[src/rtl/button_event_ctrl.sv]
// Per-button press classifier (SHORT / LONG / REPEAT) feeding a round-robin
// arbiter and a small event FIFO with a sticky overflow flag.
module button_event_ctrl #(
  parameter int unsigned NUM_BTN    = 4,
  parameter int unsigned LONG_MS    = 1000,
  parameter int unsigned REPEAT_MS  = 200,
  parameter int unsigned FIFO_DEPTH = 4
) (
  input  logic                            clk,
  input  logic                            rst,
  input  logic                            tick_1khz,
  input  logic [NUM_BTN-1:0]              btn_rise,
  input  logic [NUM_BTN-1:0]              btn_fall,
  output logic                            evt_valid,
  input  logic                            evt_ready,
  output logic [$clog2(NUM_BTN)-1:0]      evt_id,
  output logic [1:0]                      evt_code,
  output logic [$clog2(FIFO_DEPTH):0]     fifo_count,
  output logic                            overflow,
  input  logic                            clr_overflow
);

  localparam int unsigned IDW     = $clog2(NUM_BTN);
  localparam int unsigned CNT_MAX = (LONG_MS > REPEAT_MS) ? LONG_MS : REPEAT_MS;
  localparam int unsigned CW      = $clog2(CNT_MAX + 1);
  localparam int unsigned PW      = $clog2(FIFO_DEPTH);
  localparam int unsigned FCW     = $clog2(FIFO_DEPTH) + 1;

  localparam logic [CW-1:0]  LONG_LAST   = CW'(LONG_MS - 1);
  localparam logic [CW-1:0]  REPEAT_LAST = CW'(REPEAT_MS - 1);
  localparam logic [IDW-1:0] RR_LAST     = IDW'(NUM_BTN - 1);
  localparam logic [PW-1:0]  PTR_LAST    = PW'(FIFO_DEPTH - 1);
  localparam logic [FCW-1:0] CNT_FULL    = FCW'(FIFO_DEPTH);

  localparam logic [1:0] CODE_SHORT  = 2'b00;
  localparam logic [1:0] CODE_LONG   = 2'b01;
  localparam logic [1:0] CODE_REPEAT = 2'b10;

  typedef enum logic [1:0] {
    ST_IDLE,
    ST_HELD,
    ST_LONG
  } state_t;

  state_t           state_q     [NUM_BTN];
  state_t           state_d     [NUM_BTN];
  logic [CW-1:0]    cnt_q       [NUM_BTN];
  logic [CW-1:0]    cnt_d       [NUM_BTN];
  logic [1:0]       pend_code_q [NUM_BTN];
  logic [1:0]       pend_code_d [NUM_BTN];
  logic [1:0]       gen_code    [NUM_BTN];
  logic [NUM_BTN-1:0] pend_q, pend_d;
  logic [NUM_BTN-1:0] gen;

  logic [IDW-1:0]   rr_q, rr_d;
  logic             grant_vld;
  logic [IDW-1:0]   grant_idx;

  logic [IDW-1:0]   fifo_id_q   [FIFO_DEPTH];
  logic [IDW-1:0]   fifo_id_d   [FIFO_DEPTH];
  logic [1:0]       fifo_code_q [FIFO_DEPTH];
  logic [1:0]       fifo_code_d [FIFO_DEPTH];
  logic [PW-1:0]    wr_q, wr_d, rd_q, rd_d;
  logic [FCW-1:0]   count_q, count_d;
  logic             overflow_q, overflow_d;

  logic             pop;
  logic             full;

  assign evt_valid  = (count_q != '0);
  assign evt_id     = evt_valid ? fifo_id_q[rd_q]   : '0;
  assign evt_code   = evt_valid ? fifo_code_q[rd_q] : '0;
  assign fifo_count = count_q;
  assign overflow   = overflow_q;

  assign pop  = evt_valid && evt_ready;
  assign full = (count_q == CNT_FULL);

  // Per-button FSM; a coincident rise+fall freezes the button entirely,
  // and release takes priority over a terminal tick in HELD.
  always_comb begin
    for (int unsigned b = 0; b < NUM_BTN; b++) begin
      state_d[b]  = state_q[b];
      cnt_d[b]    = cnt_q[b];
      gen[b]      = 1'b0;
      gen_code[b] = CODE_SHORT;
      if (!(btn_rise[b] && btn_fall[b])) begin
        case (state_q[b])
          ST_IDLE: begin
            if (btn_rise[b]) begin
              state_d[b] = ST_HELD;
              cnt_d[b]   = '0;
            end
          end
          ST_HELD: begin
            if (btn_fall[b]) begin
              gen[b]      = 1'b1;
              gen_code[b] = CODE_SHORT;
              state_d[b]  = ST_IDLE;
              cnt_d[b]    = '0;
            end else if (tick_1khz) begin
              if (cnt_q[b] == LONG_LAST) begin
                gen[b]      = 1'b1;
                gen_code[b] = CODE_LONG;
                state_d[b]  = ST_LONG;
                cnt_d[b]    = '0;
              end else begin
                cnt_d[b] = cnt_q[b] + CW'(1);
              end
            end
          end
          ST_LONG: begin
            if (btn_fall[b]) begin
              state_d[b] = ST_IDLE;
              cnt_d[b]   = '0;
            end else if (tick_1khz) begin
              if (cnt_q[b] == REPEAT_LAST) begin
                gen[b]      = 1'b1;
                gen_code[b] = CODE_REPEAT;
                cnt_d[b]    = '0;
              end else begin
                cnt_d[b] = cnt_q[b] + CW'(1);
              end
            end
          end
          default: begin
            state_d[b] = ST_IDLE;
            cnt_d[b]   = '0;
          end
        endcase
      end
    end
  end

  // Round-robin search starting at rr_q; a full FIFO may still accept
  // when the consumer pops in the same cycle.
  always_comb begin
    int unsigned j;
    grant_vld = 1'b0;
    grant_idx = '0;
    j         = 0;
    for (int unsigned i = 0; i < NUM_BTN; i++) begin
      j = int'(rr_q) + i;
      if (j >= NUM_BTN) j = j - NUM_BTN;
      if (!grant_vld && (!full || pop) && pend_q[j]) begin
        grant_vld = 1'b1;
        grant_idx = IDW'(j);
      end
    end
    if (grant_vld) rr_d = (grant_idx == RR_LAST) ? '0 : grant_idx + IDW'(1);
    else           rr_d = rr_q;
  end

  // Pending slots: a grant frees the slot in time for a same-cycle event.
  always_comb begin
    logic ovf_set;
    ovf_set = 1'b0;
    for (int unsigned b = 0; b < NUM_BTN; b++) begin
      pend_d[b]      = pend_q[b];
      pend_code_d[b] = pend_code_q[b];
      if (grant_vld && (grant_idx == IDW'(b))) pend_d[b] = 1'b0;
      if (gen[b]) begin
        if (pend_q[b] && !(grant_vld && (grant_idx == IDW'(b)))) begin
          ovf_set = 1'b1;
        end else begin
          pend_d[b]      = 1'b1;
          pend_code_d[b] = gen_code[b];
        end
      end
    end
    if (ovf_set)           overflow_d = 1'b1;
    else if (clr_overflow) overflow_d = 1'b0;
    else                   overflow_d = overflow_q;
  end

  always_comb begin
    for (int unsigned k = 0; k < FIFO_DEPTH; k++) begin
      fifo_id_d[k]   = fifo_id_q[k];
      fifo_code_d[k] = fifo_code_q[k];
    end
    wr_d    = wr_q;
    rd_d    = rd_q;
    count_d = count_q;
    if (grant_vld) begin
      fifo_id_d[wr_q]   = grant_idx;
      fifo_code_d[wr_q] = pend_code_q[grant_idx];
      wr_d              = (wr_q == PTR_LAST) ? '0 : wr_q + PW'(1);
    end
    if (pop) rd_d = (rd_q == PTR_LAST) ? '0 : rd_q + PW'(1);
    case ({grant_vld, pop})
      2'b10:   count_d = count_q + FCW'(1);
      2'b01:   count_d = count_q - FCW'(1);
      default: count_d = count_q;
    endcase
  end

  always_ff @(posedge clk or posedge rst) begin
    if (rst) begin
      for (int unsigned b = 0; b < NUM_BTN; b++) begin
        state_q[b]     <= ST_IDLE;
        cnt_q[b]       <= '0;
        pend_code_q[b] <= '0;
      end
      for (int unsigned k = 0; k < FIFO_DEPTH; k++) begin
        fifo_id_q[k]   <= '0;
        fifo_code_q[k] <= '0;
      end
      pend_q     <= '0;
      rr_q       <= '0;
      wr_q       <= '0;
      rd_q       <= '0;
      count_q    <= '0;
      overflow_q <= 1'b0;
    end else begin
      for (int unsigned b = 0; b < NUM_BTN; b++) begin
        state_q[b]     <= state_d[b];
        cnt_q[b]       <= cnt_d[b];
        pend_code_q[b] <= pend_code_d[b];
      end
      for (int unsigned k = 0; k < FIFO_DEPTH; k++) begin
        fifo_id_q[k]   <= fifo_id_d[k];
        fifo_code_q[k] <= fifo_code_d[k];
      end
      pend_q     <= pend_d;
      rr_q       <= rr_d;
      wr_q       <= wr_d;
      rd_q       <= rd_d;
      count_q    <= count_d;
      overflow_q <= overflow_d;
    end
  end

endmodule

[config.mk]
export PLATFORM = sky130hd
export DESIGN_NAME = button_event_ctrl
export DESIGN_NICKNAME = d
export VERILOG_FILES = /design/src/rtl/button_event_ctrl.sv
export SDC_FILE = /design/constraint.sdc
export NUM_CORES = 1
export LEC_CHECK = 0
export CAP_MARGIN = 20
export CORE_ASPECT_RATIO = 1.25
export CORE_MARGIN = 2
export CORE_UTILIZATION = 40
export CTS_CLUSTER_DIAMETER = 50
export DETAILED_ROUTE_END_ITERATION = 8
export HOLD_SLACK_MARGIN = 0.15
export PLACE_DENSITY = 0.68
export SLEW_MARGIN = 30
export SYNTH_ARGS = -nofsm -noshare
export SYNTH_HDL_FRONTEND = slang
export SYNTH_SLANG_ARGS = --single-unit
[constraint.sdc]
create_clock -name clk -period 5 [get_ports clk]
set_input_delay 1 -clock clk [delete_from_list [all_inputs] [get_ports clk]]
set_output_delay 1 -clock clk [all_outputs]
set_load 0.01 [all_outputs]
==> key figures <==
Status
  – Status: finished, final reports clean

Route
  – DRT Wirelength: 11000 µm
  – First-pass DRT Iterations: 5
  – Antenna-violating nets left: 0
  – Remaining DRCs: 0
  – Wire per inst: 14.3 µm
  – Via count: 4190
  – Via-per-instance ratio: 5.46
  – DRT iter0 DRCs: 181

Synth
  – Yosys top cell area share: 41.0%
  – Post-Synth Adder-Cell Area: 6.57%
  – Mapped cell area: 5260 µm²
  – Synth Flop Type: dfrtp_1
  – Dominant cells by area after synthesis: dfrtp_1, ha_1, nand2_1
  – Yosys reg bits: 86
  – Post-synthesis mux area share: 5.86%
  – Syn Area/Cell: 9.14 µm²
  – Combinational family with the most area after synthesis: simple AND/OR/NAND/NOR gates
  – Post-synth EDFFs: 0
  – Compound-Gate Fraction of Synth Area: 18.3%
  – Yosys cell types: 73
  – Post-synthesis simple-gate area fraction: 21.5%
  – Ys async rst share: 100%
  – Post-Syn Instances: 575
  – Synth Area in XOR/XNOR: 2.83%
  – Post-synth top area cell: dfrtp_1
  – Synth warnings: 0
  – Seq/Total Area, Yosys: 41.0%
  – Synthesized Nets: 615

Cells and area
  – # fillers: 1243
  – Most common cell after layout, fill and taps aside: dfrtp_1
  – Sequential Area: 2150 µm²
  – Nets: 635
  – Layout cells sized above 1: 8.67%
  – Cell Count, Final, Fillers Out: 768
  – Commonest non-fill, non-tap cells in the layout: dfrtp_1, nand2_1, nor2_1, o21ai_0, inv_1
  – ANT cells: 0
  – Footprint of the multi-input gates: 2890 µm²
  – Area grow syn2layout: 12.8%

CTS
  – Setup Buffers After CTS: 0
  – Max clock buf depth: 2
  – Worst skew pair latency: 340 ps
  – # hold bufs at CTS: 0
  – CTS tree: built
  – TritonCTS Buffers: 9
  – Clk slew on worst S/H paths: 70 ps
  – CTS resizes: 0
  – Sink Count: 86
  – Root Driver: clkbuf_16
  – Htree depth: 3

Timing
  – Max-slew headroom: 52.4%
  – Slew @ Worst Pin: 708 ps
  – Endpoints failing hold: 0
  – Clk_skew: 6.34 ps
  – Final setup TNS: 0 ps
  – Final Setup Violations: 0
  – Final period utilization: 65.5%
  – Unrepaired setup endpoints after global routing: false
  – Setup ws final: 1730 ps
  – Max-slew violations: 0
  – Fmax: 0.306 GHz
  – Tmin final: 3270 ps

GRT
  – First-pass GRT wire length: 19000 µm
  – Vias in the first global route: 4135
  – Global-route usage over all layers: 16.4%
  – Global route overflow: 0
  – Initial antenna violation count: 0
  – Largest net degree at the start of global routing: 51

Critical path
  – Reg-to-Reg Start: fifo_count[0]
  – Crit Path Category: in2reg
  – Cells on worst reg2reg path: 10
  – CP Max Fanout: 9
  – Critical Path Sink Type: flop
  – Worst Setup SP: evt_ready
  – Critical path's slowest cell: or4b_1
  – Critical Path RT: 5270 ps
  – Critical-path cell list: clkdlybuf4s50_1 -> or4b_1 -> inv_2 -> a21oi_1 -> inv_1 -> ha_1 -> inv_1 -> fa_1 -> xor2_1 -> nor2_1 -> xor2_1
  – Arrival @ worst endpoint: 3540 ps
  – Critical path's largest stage delay: 710 ps
  – CP startpoint kind: input port

Power and ir drop
  – Pleak: 2.61 nW
  – Cell area power density: 513 nW/µm²
  – Max VDD drop: 0.000231 V

Die
  – Die area: 14100 µm²
  – Num rows: 46
  – I/O Pins: 22
  – Die Wd: 107 µm
  – Core Area: 12800 µm²
  – Die Ht: 132 µm
  – Initial Util: 41.1%

Placed design
  – Placed Cells: 752
  – DP HPWL: 8130 µm
  – Routability congestion estimate: 0.890
  – # port buffers: 21
  – Post-Place Worst Slack: 1370 ps

Worst hold path
  – Worst min-delay path category: reg2reg
  – Hold path cells: 2
  – Worst hold path startpoint: fifo_id_q[2]

Run
  – Max cap viols: 0
power by group:
part	leakage (nW)	total, mW	switching, mW	internal, mW
Sequential	1.15	1.03	0.185	0.848
Combinational	1.31	1.33	0.749	0.582
Clock	0.148	0.676	0.277	0.399
Total	2.61	3.04	1.21	1.83
cells by family (layout without fill, tap and decap cells):
kind of cell | count (synthesis) | in the layout
AOI/OAI and AO/OA | 141 | 141
xor gates and xnor gates | 17 | 17
adders and majority gates | 27 | 27
buffers and inverters | 51 | 76
DFF | 86 | 86
muxes | 24 | 24
and+or+nand+nor | 229 | 229
stage by stage:
step           power (mW)  cell area (µm²)  hold slack (ps)  util, %
5_1_grt              3.29             5930              518     46.4
2_1_floorplan        2.01             5260              443        -
6_report             3.04             5930              477     46.4
4_1_cts              3.06             5920              479     46.4
3_5_place_dp         2.38             5620              466     44.0
3_3_place_gp         2.31             5620              455     44.0
routing by layer:
| layer | track usage [%] | part of all wire [%] | vias to the layer above |
|---|---|---|---|
| li1 | - | - | 2087 |
| met3 | 2.82 | 2.8 | 20 |
| met4 | 6.93 | 2.5 | 0 |
| met5 | 0 | 0 | - |
| met1 | 20.6 | 46 | 2011 |
| met2 | 27.8 | 49 | 72 |
path summary, 6_finish.rpt:
path,to,slack [ps]
max,fifo_count[2],1730
min,fifo_id_q[2],480
max reg2reg,fifo_count[2],2310
min reg2reg,fifo_id_q[2],480
max in group asynchronous,fifo_code_q[1],2990
min in group asynchronous,cnt_q[31],1100
synthesized netlist by cell type, types with 3 or more instances:
cell / count
nor2_1: 47
and3_1: 9
mux2i_1: 6
dfrtp_1: 86
nand2b_1: 18
or2_1: 3
nand3_1: 19
a21o_1: 5
a31oi_1: 3
nor2b_1: 6
mux4_2: 4
xnor2_1: 6
nand4_1: 7
mux2_2: 13
a21oi_1: 26
o31ai_1: 16
xor2_1: 11
and2_1: 11
ha_1: 26
o31a_1: 3
o21a_1: 4
nor3_1: 16
nand2_1: 73
or3_1: 4
o21ai_0: 43
o21ai_1: 9
clkbuf_1: 10
inv_1: 34
buf_2: 3
registers in the layout (all words and copies together) (netlist names):
register,cells
cnt_q,40
fifo_code_q,8
fifo_count,3
fifo_id_q,8
overflow,1
pend_code_q,8
pend_q,4
rd_q,2
rr_q,2
state_q,8
wr_q,2
final cells by class:
| cell class | count | area share, % |
|---|---|---|
| multi-input combinational | 438 | 48.8 |
| sequential | 86 | 36.3 |
| clock buffer | 10 | 4.03 |
| timing repair buffer | 24 | 3.93 |
| tap | 168 | 3.55 |
| inverter | 36 | 2.32 |
| clock inverter | 6 | 1.03 |
worst max-delay path: cells and delay by family:
family / cells / cell delay [ps]
fa+ha+maj: 2 / 570
simple gates: 2 / 820
xor+xnor: 2 / 300
compound gates: 1 / 130
buf+inv: 4 / 740
Power figures use the tool's default switching activity.
